--- config.mk ---
export PLATFORM = sky130hd
export DESIGN_NAME = dispense_collector
export DESIGN_NICKNAME = d
export VERILOG_FILES = /design/src/rtl/dispense_collector.sv
export SDC_FILE = /design/constraint.sdc
export NUM_CORES = 1
export LEC_CHECK = 0
export ABC_AREA = 0
export CORE_MARGIN = 2
export CORE_UTILIZATION = 57
export CTS_CLUSTER_DIAMETER = 30
export DETAILED_ROUTE_END_ITERATION = 10
export GPL_TIMING_DRIVEN = 0
export PLACE_DENSITY = 0.88
export SLEW_MARGIN = 20
export SYNTH_ARGS = -nofsm -noshare
export SYNTH_HDL_FRONTEND = slang
export SYNTH_SLANG_ARGS = --single-unit
--- constraint.sdc ---
create_clock -name clk -period 4.6 [get_ports clk]
set_input_delay 0.92 -clock clk [delete_from_list [all_inputs] [get_ports clk]]
set_output_delay 0.92 -clock clk [all_outputs]
set_load 0.02 [all_outputs]
--- src/rtl/dispense_collector.sv ---
// dispense_collector
//   Customer-side receiver for the vending datapath's ticket and one-unit
//   change-coin pulse trains. Rising edges on each line are counted. A burst
//   closes after IDLE_CYC consecutive cycles with no edge on either line, and
//   the resulting {tickets, change} record is then offered on a valid/ready
//   handshake.
//
// Ports
//   clk            clock, all state on the rising edge
//   rst_n          asynchronous active-low reset
//   ticket_pulse   ticket pulse train, one rising edge per ticket
//   coin_one_pulse change pulse train, one rising edge per one-unit coin
//   rec_valid      record available, held until accepted
//   rec_ready      consumer accepts the record when rec_valid & rec_ready
//   rec_tickets    tickets counted in the closed burst
//   rec_change     change coins counted in the closed burst
//   rec_sat        a count field saturated during this burst
//   lost           sticky flag: an edge arrived while a record was held
//   busy           high while collecting or holding a record
module dispense_collector #(
  parameter int DW       = 8,
  parameter int IDLE_CYC = 16,
  parameter int TW       = 5
) (
  input  logic          clk,
  input  logic          rst_n,
  input  logic          ticket_pulse,
  input  logic          coin_one_pulse,
  output logic          rec_valid,
  input  logic          rec_ready,
  output logic [DW-1:0] rec_tickets,
  output logic [DW-1:0] rec_change,
  output logic          rec_sat,
  output logic          lost,
  output logic          busy
);

  typedef enum logic [1:0] {
    S_IDLE    = 2'd0,
    S_COLLECT = 2'd1,
    S_HOLD    = 2'd2
  } state_t;

  state_t        state;
  logic          tp_q;
  logic          cp_q;
  logic [DW-1:0] tickets;
  logic [DW-1:0] change;
  logic [TW-1:0] gap;
  logic          sat_q;
  logic          lost_q;
  logic          valid_q;
  logic          busy_q;

  logic          t_edge;
  logic          c_edge;
  logic          any_edge;
  logic [DW:0]   t_inc;
  logic [DW:0]   c_inc;

  // Saturating increment: returns {hit_ceiling, next_value}. The ceiling flag
  // is raised only when an increment is requested on a full count.
  function automatic logic [DW:0] sat_inc(input logic [DW-1:0] v, input logic inc);
    logic [DW:0] r;
    if (!inc)
      r = {1'b0, v};
    else if (&v)
      r = {1'b1, v};
    else
      r = {1'b0, v + DW'(1)};
    return r;
  endfunction

  assign t_edge   = ticket_pulse & ~tp_q;
  assign c_edge   = coin_one_pulse & ~cp_q;
  assign any_edge = t_edge | c_edge;

  always_comb begin
    t_inc = sat_inc(tickets, t_edge);
    c_inc = sat_inc(change, c_edge);
  end

  always_ff @(posedge clk or negedge rst_n) begin
    if (!rst_n) begin
      state   <= S_IDLE;
      tp_q    <= 1'b0;
      cp_q    <= 1'b0;
      tickets <= '0;
      change  <= '0;
      gap     <= '0;
      sat_q   <= 1'b0;
      lost_q  <= 1'b0;
      valid_q <= 1'b0;
      busy_q  <= 1'b0;
    end else begin
      tp_q <= ticket_pulse;
      cp_q <= coin_one_pulse;
      case (state)
        S_IDLE: begin
          // Counts are zero here, so the opening edge loads directly.
          tickets <= DW'(t_edge);
          change  <= DW'(c_edge);
          gap     <= '0;
          sat_q   <= 1'b0;
          valid_q <= 1'b0;
          if (any_edge) begin
            state  <= S_COLLECT;
            busy_q <= 1'b1;
          end else begin
            busy_q <= 1'b0;
          end
        end

        S_COLLECT: begin
          tickets <= t_inc[DW-1:0];
          change  <= c_inc[DW-1:0];
          if (t_inc[DW] | c_inc[DW])
            sat_q <= 1'b1;
          if (any_edge) begin
            gap <= '0;
          end else if (gap == TW'(IDLE_CYC - 1)) begin
            // IDLE_CYC edge-free cycles since the last edge: close the burst.
            gap     <= '0;
            state   <= S_HOLD;
            valid_q <= 1'b1;
          end else begin
            gap <= gap + TW'(1);
          end
        end

        S_HOLD: begin
          if (rec_ready) begin
            // An edge in the accept cycle opens the next burst instead of
            // being lost.
            tickets <= DW'(t_edge);
            change  <= DW'(c_edge);
            sat_q   <= 1'b0;
            gap     <= '0;
            valid_q <= 1'b0;
            if (any_edge) begin
              state <= S_COLLECT;
            end else begin
              state  <= S_IDLE;
              busy_q <= 1'b0;
            end
          end else if (any_edge) begin
            lost_q <= 1'b1;
          end
        end

        default: begin
          state   <= S_IDLE;
          tickets <= '0;
          change  <= '0;
          gap     <= '0;
          sat_q   <= 1'b0;
          valid_q <= 1'b0;
          busy_q  <= 1'b0;
        end
      endcase
    end
  end

  assign rec_valid   = valid_q;
  assign rec_tickets = tickets;
  assign rec_change  = change;
  assign rec_sat     = sat_q;
  assign lost        = lost_q;
  assign busy        = busy_q;

endmodule

Yosys cells after proc, flatten, opt, wreduce, memory -nomap -nowiden
Index checks and enable logic that the tools add are counted.
Word-level totals
  logic and storage cells: 72
  input bits: 5
  register bits after elaboration: 29
Operators by class
  bitwise gates (word level): 8
  reduce and logical (&&, ||, !) cells: 10
  equality and inequality tests: 13
  add/subtract/negate cells: 3
  muxes and demuxes: 28
Operators by type and width (count)
  $pmux W8 S3: 2
  $mux W9: 4
  $ne A2 B2 Y1 const B: 10
  $add A8 B1 Y8 const B: 2
  $mux W8: 2
  $reduce_and A8 Y1: 2
  $mux W5: 3
  $reduce_and A3 Y1: 5
  $pmux W5 S2: 1
  $mux W1: 8
  $mux W2: 4
  $pmux W2 S3: 1
  $add A5 B1 Y5 const B: 1
  $eq A5 B4 Y1 const B: 1
  $not A1 Y1: 4
  $pmux W1 S2: 2
  $reduce_and A4 Y1: 1
  $pmux W1 S3: 1
  $and A1 B1 Y1: 2
  $eq A2 B1 Y1 const B: 1
  $eq A2 B2 Y1 const B: 1
  $logic_not A2 Y1: 1
  $or A1 B1 Y1: 2
  $reduce_and A2 Y1: 1

Longest topological paths before layout
  word-level depth: 6
  depth in mapped cells: 6
  mapped depth without buffers: 5

Least setup slack after synthesis
No wires, ideal clock.
  kind: in2reg
  from: input port rec_ready
  to: register change[0] (netlist: rec_change[0])
  stages on the path: 5
  data arrival time: 1853 ps
  setup time: 125 ps
  path slack: 2622 ps
  cells stage by stage: or3b_4 buf_6 nand2_8 nand2_4 mux2_4
On the way
  cells in the longest elaborated chain, start to end: 2
Ends and longest elaborated chain
  start, declared: RTL line 30  | input logic rec_ready,
  $ne A2 B2 Y1 (no line)
  $reduce_and A3 Y1 (no line)
  end signal, assigned: RTL line 102  | change <= DW'(c_edge);
  end signal, assigned: RTL line 116  | change <= c_inc[DW-1:0];
  end signal, assigned: RTL line 136  | change <= DW'(c_edge);
  end, declared: RTL line 48  | logic [DW-1:0] change;
No other way between the ends.
A chain may end at the register's enable or synchronous reset.

Worst setup path after layout
  from: register tickets[4] (netlist: rec_tickets[4])
  to: output port rec_tickets[4]
RTL lines
  start, declared: RTL line 47  | logic [DW-1:0] tickets;
  start signal, assigned: RTL line 101  | tickets <= DW'(t_edge);
  start signal, assigned: RTL line 115  | tickets <= t_inc[DW-1:0];
  start signal, assigned: RTL line 135  | tickets <= DW'(t_edge);
  end, declared: RTL line 31  | output logic [DW-1:0] rec_tickets,
No word-level cell between the ends.

==> metrics.cfg <==
[pwr]
p_sw_uw = 208
fin_total_pwr_uw = 651
swShare_pct = 32.0
power_density_nw_per_um2 = 342
seq_power_share_pct = 49.4
pwr-share-clk_pct = 27.5
comb_power_share_pct = 23.1
p_int_uw = 443
p_leak_uw = 0.000801
ir_worst_vdd_uv = 290

[global_route]
antenna_found_initial = 0
grt_pass1_wl_um = 6180
grt_max_degree = 30
grt_overflow = 0
grt_pass1_vias = 1390
grtUsageTotal_pct = 25.0

[cts]
h-tree-depth = 2
clock_latency_ps = 320
post_cts_buffers = 0
clock_sinks = 29
ctsHoldBuffers = 0
path_clk_slew_ps = 100
cts_tree = done
cts_root_buf = clkbuf_4
cts_buffers = 5
cts-resized-gates = 0
cts_buffer_depth = 2

[placement]
dp_hpwl_um = 2550
globalplace.congestion = 0.836
port_buffers = 24

[finish]
final_nets = 195
area_delta_synth_final_pct = 22.0
final_cell_mix = dfrtp_1, clkdlybuf4s50_1, nand3_1, o21ai_0, nand2_1
layout-drive-gt1-share_pct = 11.7
diodes = 0
final_common_cell = dfrtp_1

[logic_synthesis]
synth_seq_cells = 29
synth_ff_type = dfrtp_1
synth.net_count = 164
synth_cell_types = 55
synth.cell_area_um2 = 1560
seq_area_frac_synth_pct = 46.5
synth_edf_count = 0
ys_warn_count = 0
async_flop_share_pct = 100
synthCells = 156
syn_area_per_cell_um2 = 10.0

[sta]
hold_viol_final = 0
setup_tns_ps = 0
timing.final.crit_share_pct = 51.2
holdWs_ps = 490
worst_clock_skew_ps = 8.89
rsz0062_at_grt = false
min_period_ps = 2360
final_max_slew_viol_count = 0
setup_viol = 0
worstMarginPinSlew_ps = 649
max_freq_ghz = 0.424
slew_headroom_pct = 56.7

[setup_path]
cp_slowest_cell = clkdlybuf4s50_1
start_kind = flip-flop
crit_type = flip-flop to primary output
crit_fanout = 8
slowest_delay_ps = 650
cp.required_ps = 3680
path_cells = clkdlybuf4s50_1
endpoint_kind = primary output
crit_family = buffers and inverters
path_buf_inv = 1
cp_data_arrival_time_ps = 1440

[floorplan]
num_rows = 18
core_um2 = 2540
die_x_um = 56.3
dieHeight_um = 56.3
initial_core_util_pct = 61.4
dieArea_um2 = 3170
ios = 25

[drt]
wire_per_inst_um = 16.8
vias_per_cell = 6.39
routed_wl_um = 3650
vias = 1394
drc = 0
drt_pass1_iterations = 4
ant_nets = 0
drtIter0Drc = 53

[worst_hold_path]
hp-class = flip-flop to flip-flop

[outcome]
outcome = completed

[run]
cap_violations = 0

[metrics by stage]
stage,instance area (um^2),util (%),setup WS (ps),cells
after detailed placement,1830,72.1,1980,210
after CTS,1900,74.8,2230,218
after floorplan,1560,-,2620,156
final,1900,74.8,2240,218
after global routing,1900,74.8,2170,218
after global placement,1840,72.3,2060,210
[state kept, by name, summed over array words and instances, names as in the netlist]
name         cells
lost             1
busy             1
tp_q             1
state            2
rec_valid        1
gap              5
rec_tickets      8
cp_q             1
rec_change       8
rec_sat          1
[cell families after synthesis]
family / after synthesis / share of synthesized area, %
buf+inv: 11 / 3.61
xor+xnor: 2 / 1.12
mux: 1 / 0.961
flops: 29 / 46.5
compound gates: 48 / 21.6
fa+ha+maj: 3 / 2.40
simple gates: 62 / 23.9
[final timing paths]
check                                      startpoint                    endpoint  slack [ps]  cells past startpoint
max in group asynchronous                       rst_n  rec_tickets[0]$_DFFE_PN0P_        3560                      1
min in group asynchronous                       rst_n   rec_change[5]$_DFFE_PN0P_         610                      1
max                        rec_tickets[4]$_DFFE_PN0P_              rec_tickets[4]        2240                      1
min                                  lost$_DFFE_PN0P_            lost$_DFFE_PN0P_         490                      1
max reg2reg                 rec_change[0]$_DFFE_PN0P_   rec_change[0]$_DFFE_PN0P_        2790                      5
min reg2reg                          lost$_DFFE_PN0P_            lost$_DFFE_PN0P_         490                      1
[metal layers]
metal / vias to the layer above / routed length [um] / GRT usage, % / share of wire, %
li1: 656 / - / - / -
met1: 680 / 1600 / 30.6 / 44
met2: 50 / 1810 / 41.0 / 50
met3: 8 / 172 / 6.22 / 4.7
met4: 0 / 66 / 12.2 / 1.8
met5: - / 0 / 0 / 0
[cell usage after synthesis, types with 4 or more instances]
cell type,instances,share of area (%)
a211oi_1,4,1.9
a21oi_1,7,2.2
dfrtp_1,29,46
inv_1,5,1.2
nand2_1,10,2.4
nand3_1,11,3.5
nor2_1,7,1.7
nor3_1,5,1.6
nor4_1,4,1.6
o21ai_0,11,3.5
or3_1,4,1.6
[final cells by class]
cell class	instances	area, um^2
fill	189	641
sequential	29	726
inverter	5	18.8
multi-input combinational	116	779
tap	30	37.5
clock inverter	1	5.00
buffer	6	37.5
timing repair buffer	24	235
clock buffer	7	65.1
[power groups by stage]
stage	clock (uW)	combinational (uW)	sequential [uW]
4_1_cts	182	152	321
6_report	179	151	321
5_1_grt	192	164	326
3_3_place_gp	0	146	323
2_1_floorplan	0	55.3	346
3_5_place_dp	0	150	326
(Power assumes the default switching activity.)
